===== src/rtl/calc_result_collector.sv =====
// Result collector for the stack calculator: packs completion/error events into
// records, buffers them in a FIFO for a valid/ready reader, and keeps saturating statistics.
module calc_result_collector #(
  parameter int DEPTH = 8,
  parameter int SEQ_W = 8,
  parameter int CNT_W = 16
) (
  input  logic                       ck,
  input  logic                       rst,
  input  logic [15:0]                result,
  input  logic                       stackOverflow,
  input  logic                       unexpectedDone,
  input  logic                       dataOverflow,
  input  logic                       protocolError,
  input  logic                       correct,
  input  logic                       finished,
  input  logic                       clr_stats,
  input  logic                       rd_ready,
  output logic                       rd_valid,
  output logic [SEQ_W-1:0]           rd_seq,
  output logic [4:0]                 rd_status,
  output logic [15:0]                rd_result,
  output logic [$clog2(DEPTH+1)-1:0] level,
  output logic                       full,
  output logic                       lost,
  output logic [CNT_W-1:0]           n_correct,
  output logic [CNT_W-1:0]           n_error,
  output logic [CNT_W-1:0]           n_dropped
);

  localparam int PTR_W = $clog2(DEPTH);
  localparam int LVL_W = $clog2(DEPTH+1);

  typedef struct packed {
    logic [SEQ_W-1:0] seq;
    logic [4:0]       status;
    logic [15:0]      result;
  } rec_t;

  rec_t             mem [DEPTH];
  logic [PTR_W-1:0] wr_ptr;
  logic [PTR_W-1:0] rd_ptr;
  logic [LVL_W-1:0] level_q;
  logic [SEQ_W-1:0] seq_q;

  logic [4:0] status_in;
  logic       err_in;
  logic       ev;
  logic       pop;
  logic       push;
  logic       drop;

  function automatic logic [CNT_W-1:0] sat_inc(input logic [CNT_W-1:0] c, input logic inc);
    return (inc && (c != '1)) ? c + CNT_W'(1) : c;
  endfunction

  // Read handshake: the head record transfers on a posedge where rd_valid and
  // rd_ready are both high; rd_* hold steady while rd_valid=1 and rd_ready=0.
  always_comb begin
    status_in = {correct, stackOverflow, unexpectedDone, dataOverflow, protocolError};
    err_in    = stackOverflow | unexpectedDone | dataOverflow | protocolError;
    ev        = finished | correct | err_in;
    pop       = rd_valid & rd_ready;
    push      = ev & ((level_q < LVL_W'(DEPTH)) | pop);
    drop      = ev & ~push;
  end

  always_ff @(posedge ck) begin
    if (rst) begin
      wr_ptr    <= '0;
      rd_ptr    <= '0;
      level_q   <= '0;
      seq_q     <= '0;
      lost      <= 1'b0;
      n_correct <= '0;
      n_error   <= '0;
      n_dropped <= '0;
      for (int i = 0; i < DEPTH; i++) mem[i] <= '0;
    end else begin
      if (push) begin
        mem[wr_ptr] <= '{seq: seq_q, status: status_in, result: result};
        wr_ptr      <= wr_ptr + 1'b1;
      end
      if (pop) rd_ptr <= rd_ptr + 1'b1;
      if (push && !pop)      level_q <= level_q + 1'b1;
      else if (pop && !push) level_q <= level_q - 1'b1;
      if (ev) seq_q <= seq_q + 1'b1;
      // Clear takes effect first, so a same-cycle event still counts.
      n_correct <= sat_inc(clr_stats ? '0 : n_correct, correct);
      n_error   <= sat_inc(clr_stats ? '0 : n_error, err_in);
      n_dropped <= sat_inc(clr_stats ? '0 : n_dropped, drop);
      lost      <= (lost & ~clr_stats) | drop;
    end
  end

  always_comb begin
    rd_valid  = (level_q != '0);
    rd_seq    = mem[rd_ptr].seq;
    rd_status = mem[rd_ptr].status;
    rd_result = mem[rd_ptr].result;
    level     = level_q;
    full      = (level_q == LVL_W'(DEPTH));
  end

endmodule


===== config.mk =====
export PLATFORM = sky130hd
export DESIGN_NAME = calc_result_collector
export DESIGN_NICKNAME = d
export VERILOG_FILES = /design/src/rtl/calc_result_collector.sv
export SDC_FILE = /design/constraint.sdc
export NUM_CORES = 1
export LEC_CHECK = 0
export CELL_PAD_IN_SITES_DETAIL_PLACEMENT = 0
export CELL_PAD_IN_SITES_GLOBAL_PLACEMENT = 2
export CORE_MARGIN = 4
export CORE_UTILIZATION = 41
export DETAILED_ROUTE_END_ITERATION = 8
export PLACE_DENSITY_LB_ADDON = 0.1
export SKIP_CTS_REPAIR_TIMING = 1
export SLEW_MARGIN = 20
export SYNTH_ARGS = -nofsm -noshare
export SYNTH_HDL_FRONTEND = slang
export SYNTH_SLANG_ARGS = --single-unit

===== constraint.sdc =====
create_clock -name ck -period 3.77 [get_ports ck]
set_input_delay 0.377 -clock ck [delete_from_list [all_inputs] [get_ports ck]]
set_output_delay 0.377 -clock ck [all_outputs]
set_load 0.02 [all_outputs]

# Word level (Yosys, flattened, before mapping)
# Memories as Yosys holds them, arrays and structs flattened. A register that Yosys moved wholly into a read port is not among the register bits.
# Index checks and enable logic that the tools add are counted.
# word_totals
reg_bits,67
ramBits,232
inputBits,26
output_inout_bits,84
mem_count,1
# memory_table
memory,words,word_bits,read_ports,rd_clocked_by_memory_dff,wr,line_no,source
mem,8,29,1,1,8,40,rec_t mem [DEPTH];
# classes
add_sub_neg,8
n_lt_le_gt_ge,1
eq_ne,4
n_mux,18
bitwise_logic,13
reduce_logical,10
# op_table
operator,count
$mux W16,6
$add A16 B1 Y16 const B,3
$ne A16 B16 Y1 const B,3
$mux W29,1
$reduce_or A29 Y1,1
$mux W3,3
$add A8 B1 Y8 const B,1
$mux W4,2
$or A1 B1 Y1,7
$add A3 B1 Y3 const B,2
$mux W1,6
$logic_and A1 B1 Y1,5
$add A4 B1 Y4 const B,1
$and A1 B1 Y1,4
$eq A4 B4 Y1 const B,1
$lt A4 B4 Y1 const B,1
$reduce_bool A4 Y1,1
$sub A4 B1 Y4 const B,1
$logic_not A1 Y1,2
$not A1 Y1,2
$reduce_bool A2 Y1,1

# Longest topological paths before layout
# depth
word_depth,10
depth_mapped,11

# Worst setup path after synthesis
# Ideal clock, no wire load.
# synth_path
path_type,in2reg
from,input correct
to,"memory mem[7][0] (netlist bit), enable pin"
setup_ns,0.456
arrival_time_ns,2.905
required_time_ns,3.314
slack_ns,0.409
stages,4
n_path_buf,1
cell_sequence,or2_2 clkbuf_2 o211ai_4 o21ai_0
# synth_rtl
element,line_no,source
"start, declared",15,"input logic correct,"
"end, declared",40,

==> metrics.md <==
| Metric | Value |
|---|---|
| Number of global-route vias before repair | `9664` |
| Peak supply drop | `0.330 mV` |
| Critical R2R Launch | `level[3]` |
| Die area | `38300 um2` |
| Gate power share | `0.238` |
| Flop pwr share | `0.429` |
| First-pass detailed-route iteration total | `5` |
| CP cell instances | `buf_12 -> mux4_2 -> mux2_2 -> clkdlybuf4s50_1` |
| First-pass GRT wire length | `57200 um` |
| Final Cycle Share | `0.859` |
| Initial core utilization | `0.417` |
| Max stage delay on crit path | `670 ps` |
| Top delay family on crit path | `buffers and inverters` |
| Crit path time final | `3240 ps` |
| Final hold violation count | `0` |
| Die Y | `196 um` |
| Final WS setup | `533 ps` |
| Worst slew pin tran | `984 ps` |
| Reg-to-reg endpoint | `level[3]` |
| Worst slew margin | `0.344` |
| Max-Cap Viols | `0` |
| Synth warn | `0` |
| Post-Synthesis Cells | `1092` |
| Min-Delay Path Depth | `2` |
| Reg2reg setup slack | `1030 ps` |
| Worst-path maximum fanout | `22` |
| Pre-CTS WS | `277 ps` |
| Static leakage | `0.00616 uW` |
| Die X | `196 um` |
| Antenna violations before repair | `1` |
| Final setup violation count | `0` |
| Post-synth top area share | `0.483` |
| Yosys cell types | `59` |
| Fmax | `309 MHz` |
| Buffer and inverter count on the worst path | `2` |
| Htree depth | `2` |
| Hold path start | `rst` |
| Layout cells sized above 1 | `0.171` |
| Clk root buf | `clkbuf_16` |
| Vias | `9090` |
| Switch Pwr | `2680 uW` |
| Final HPWL DP | `21100 um` |
| RSZ-0062 raised after global routing | `false` |
| TNS Setup | `0 ps` |
| Main flop type after synthesis | `edfxtp_1` |
| CP Data Arrival Time | `2860 ps` |
| Top cells by area, synth | `edfxtp_1, and2_1, dfxtp_1` |
| Hold Crit Class | `primary input to flip-flop` |
| Switch share | `0.278` |
| Setup CP Type | `flip-flop to primary output` |
| Endpoint, Worst Hold | `seq_q[3]` |
| Clk Latency, worst-skew pair | `520 ps` |
| Worst R2R Path Depth | `9` |
| CP endpoint kind | `primary output` |
| Register area share after synthesis | `0.580` |
| Final-layout fill cell count | `3002` |
| Finished Core Util | `0.498` |
| Power Density | `560 nW/um2` |
| P&R area growth vs syn | `19.4%` |
| Layout Skew | `17.7 ps` |
| Final Max Tran Viols | `0` |
| Status | `finished, final reports clean` |
| Synth Area per Inst | `13.2 um2` |
| CTS Buf Count | `35` |
| Max Root-Sink Buffers | `3` |
| Yosys top cell by area | `edfxtp_1` |
| GRT Resource Usage Total | `0.190` |
| Wirelength per Cell | `21.8 um` |
| Core area | `34600 um2` |
| Drt via density | `5.43` |
| TritonCTS clock tree | `done` |
| Pwr Total | `9650 uW` |
| Async set or reset register ratio after synthesis | `0` |
| Synthesized Nets | `1128` |
| Area occupied by registers | `8370 um2` |
| Slowest library cell on the worst path | `dfxtp_4` |
| Drt drc | `0` |
| TritonCTS Sinks | `302` |
| Setup crit start kind | `flip-flop` |
| Nets | `1228` |
| Post-DRT Antenna Nets | `0` |
| Row count | `68` |
| Grt ovf | `0` |
| Clk pwr share | `0.332` |
| # diodes | `0` |
| First-iteration detailed-routing DRC count | `495` |
| # IOs | `110` |
| Post-synth EDFFs | `232` |
| Port-buffer cells | `109` |
| Multi-input logic area | `5790 um2` |
| Largest net degree at the start of global routing | `59` |
| Internal power | `6970 uW` |
| Final wirelength | `36400 um` |
| Placer Congestion | `0.738` |
| Post-synthesis instance area | `14400 um2` |
| Flop and latch count out of synthesis | `302` |
| Critical path required time | `3390 ps` |
| CTS clk-pin slew, worst paths | `60 ps` |
==> cell families after synthesis <==
| kind of cell | share of synthesized area |
|---|---|
| AND/OR/NAND/NOR | 0.190 |
| flip-flops | 0.580 |
| multiplexers | 0.140 |
| AO/OA/AOI/OAI | 0.0479 |
| buffers and inverters | 0.0249 |
| XOR/XNOR | 0.00789 |
| adder cells (fa/ha/maj) | 0.00919 |
==> how the worst max path moves through the flow <==
| stage | cells past startpoint | slack, ps | startpoint | to |
|---|---|---|---|---|
| finish | 4 | 530 | flip-flop | rd_result[6] |
| global route | 4 | 390 | flip-flop | rd_result[6] |
| CTS | 4 | 440 | flip-flop | rd_result[6] |
| detailed placement | 10 | 280 | unexpectedDone | level[3] |
| global placement | 10 | 310 | unexpectedDone | level[3] |
| floorplan | 4 | 410 | correct | mem[7][0] |
==> worst reg2reg max path: cells and delay by family (launching register included) <==
family | cells | cell delay, ps
and+or+nand+nor | 2 | 800
muxes | 2 | 560
adders and majority gates | 2 | 460
DFF | 1 | 380
AOI/OAI and AO/OA | 2 | 340
buffers and inverters | 1 | 90
==> power groups by stage <==
stage / registers [uW] / clock network, uW / logic, uW
4_1_cts: 4160 / 3300 / 2360
6_report: 4140 / 3210 / 2300
3_5_place_dp: 4220 / 0 / 2350
5_1_grt: 4180 / 3440 / 2480
3_3_place_gp: 4220 / 0 / 2350
2_1_floorplan: 4100 / 0 / 1530
==> sequential cells by signal (all words and copies together) (netlist names), named ones only <==
| signal | count |
|---|---|
| level | 4 |
| lost | 1 |
| mem | 232 |
| n_correct | 16 |
| n_dropped | 16 |
| n_error | 16 |
| rd_ptr | 3 |
| seq_q | 8 |
| wr_ptr | 3 |
==> routing by layer <==
| metal | GRT usage | vias up | share of wire |
|---|---|---|---|
| met5 | 0 | - | 0 |
| met4 | 0.0437 | 0 | 0.020 |
| met3 | 0.0309 | 54 | 0.038 |
| met2 | 0.324 | 185 | 0.50 |
| met1 | 0.256 | 4560 | 0.44 |
| li1 | - | 4291 | - |
==> cell usage after synthesis (4+ instances only) <==
library cell,instances
and4_1,5
mux2i_1,27
o21ai_0,12
dfxtp_1,70
o31ai_1,5
a211oi_1,16
xnor2_1,6
nor3_1,8
and3_1,14
or2_2,5
nor2b_1,16
nand4_1,22
and3b_1,4
nand2_1,33
or4_1,7
and4b_1,7
and2_1,233
clkbuf_2,4
mux2_2,40
buf_2,10
inv_1,7
nor4_1,6
nand3_1,36
edfxtp_1,232
mux4_2,58
clkbuf_1,56
or3_1,7
a21o_1,15
xor2_1,7
nor2_1,36
ha_1,9
a2111o_1,4
a21oi_1,28
==> metrics by stage <==
stage / std cells / cell area (um2) / hold slack, ps
after detailed placement: 1610 / 16200 / 472
after global routing: 1673 / 17200 / 378
after CTS: 1673 / 17200 / 347
after global placement: 1610 / 16200 / 458
after floorplan: 1092 / 14400 / 454
final: 1673 / 17200 / 351
==> layout by cell type (no fill, tap or decap), types with 9 or more instances in the layout <==
master	instances
dfxtp_1	67
a21o_1	15
nor2b_1	16
nand4_1	22
clkbuf_16	36
buf_4	25
mux2_2	40
nand2_1	33
nor2_1	34
a21oi_1	28
nand3_1	36
mux2i_1	27
clkdlybuf4s50_1	108
ha_1	9
clkinv_2	10
a211oi_1	16
and3_1	14
mux4_2	58
and2_1	233
edfxtp_1	232
o21ai_0	10
==> final cells by class <==
cell class,instances,share of cell area
flip-flops and latches,302,0.486
repair buffers,140,0.0809
clock buffers,44,0.0552
inverters,8,0.00174
well taps,455,0.0330
multi-input cells,705,0.336
clock inverters,19,0.00769
Note: power is estimated with default switching activity, not from simulation.
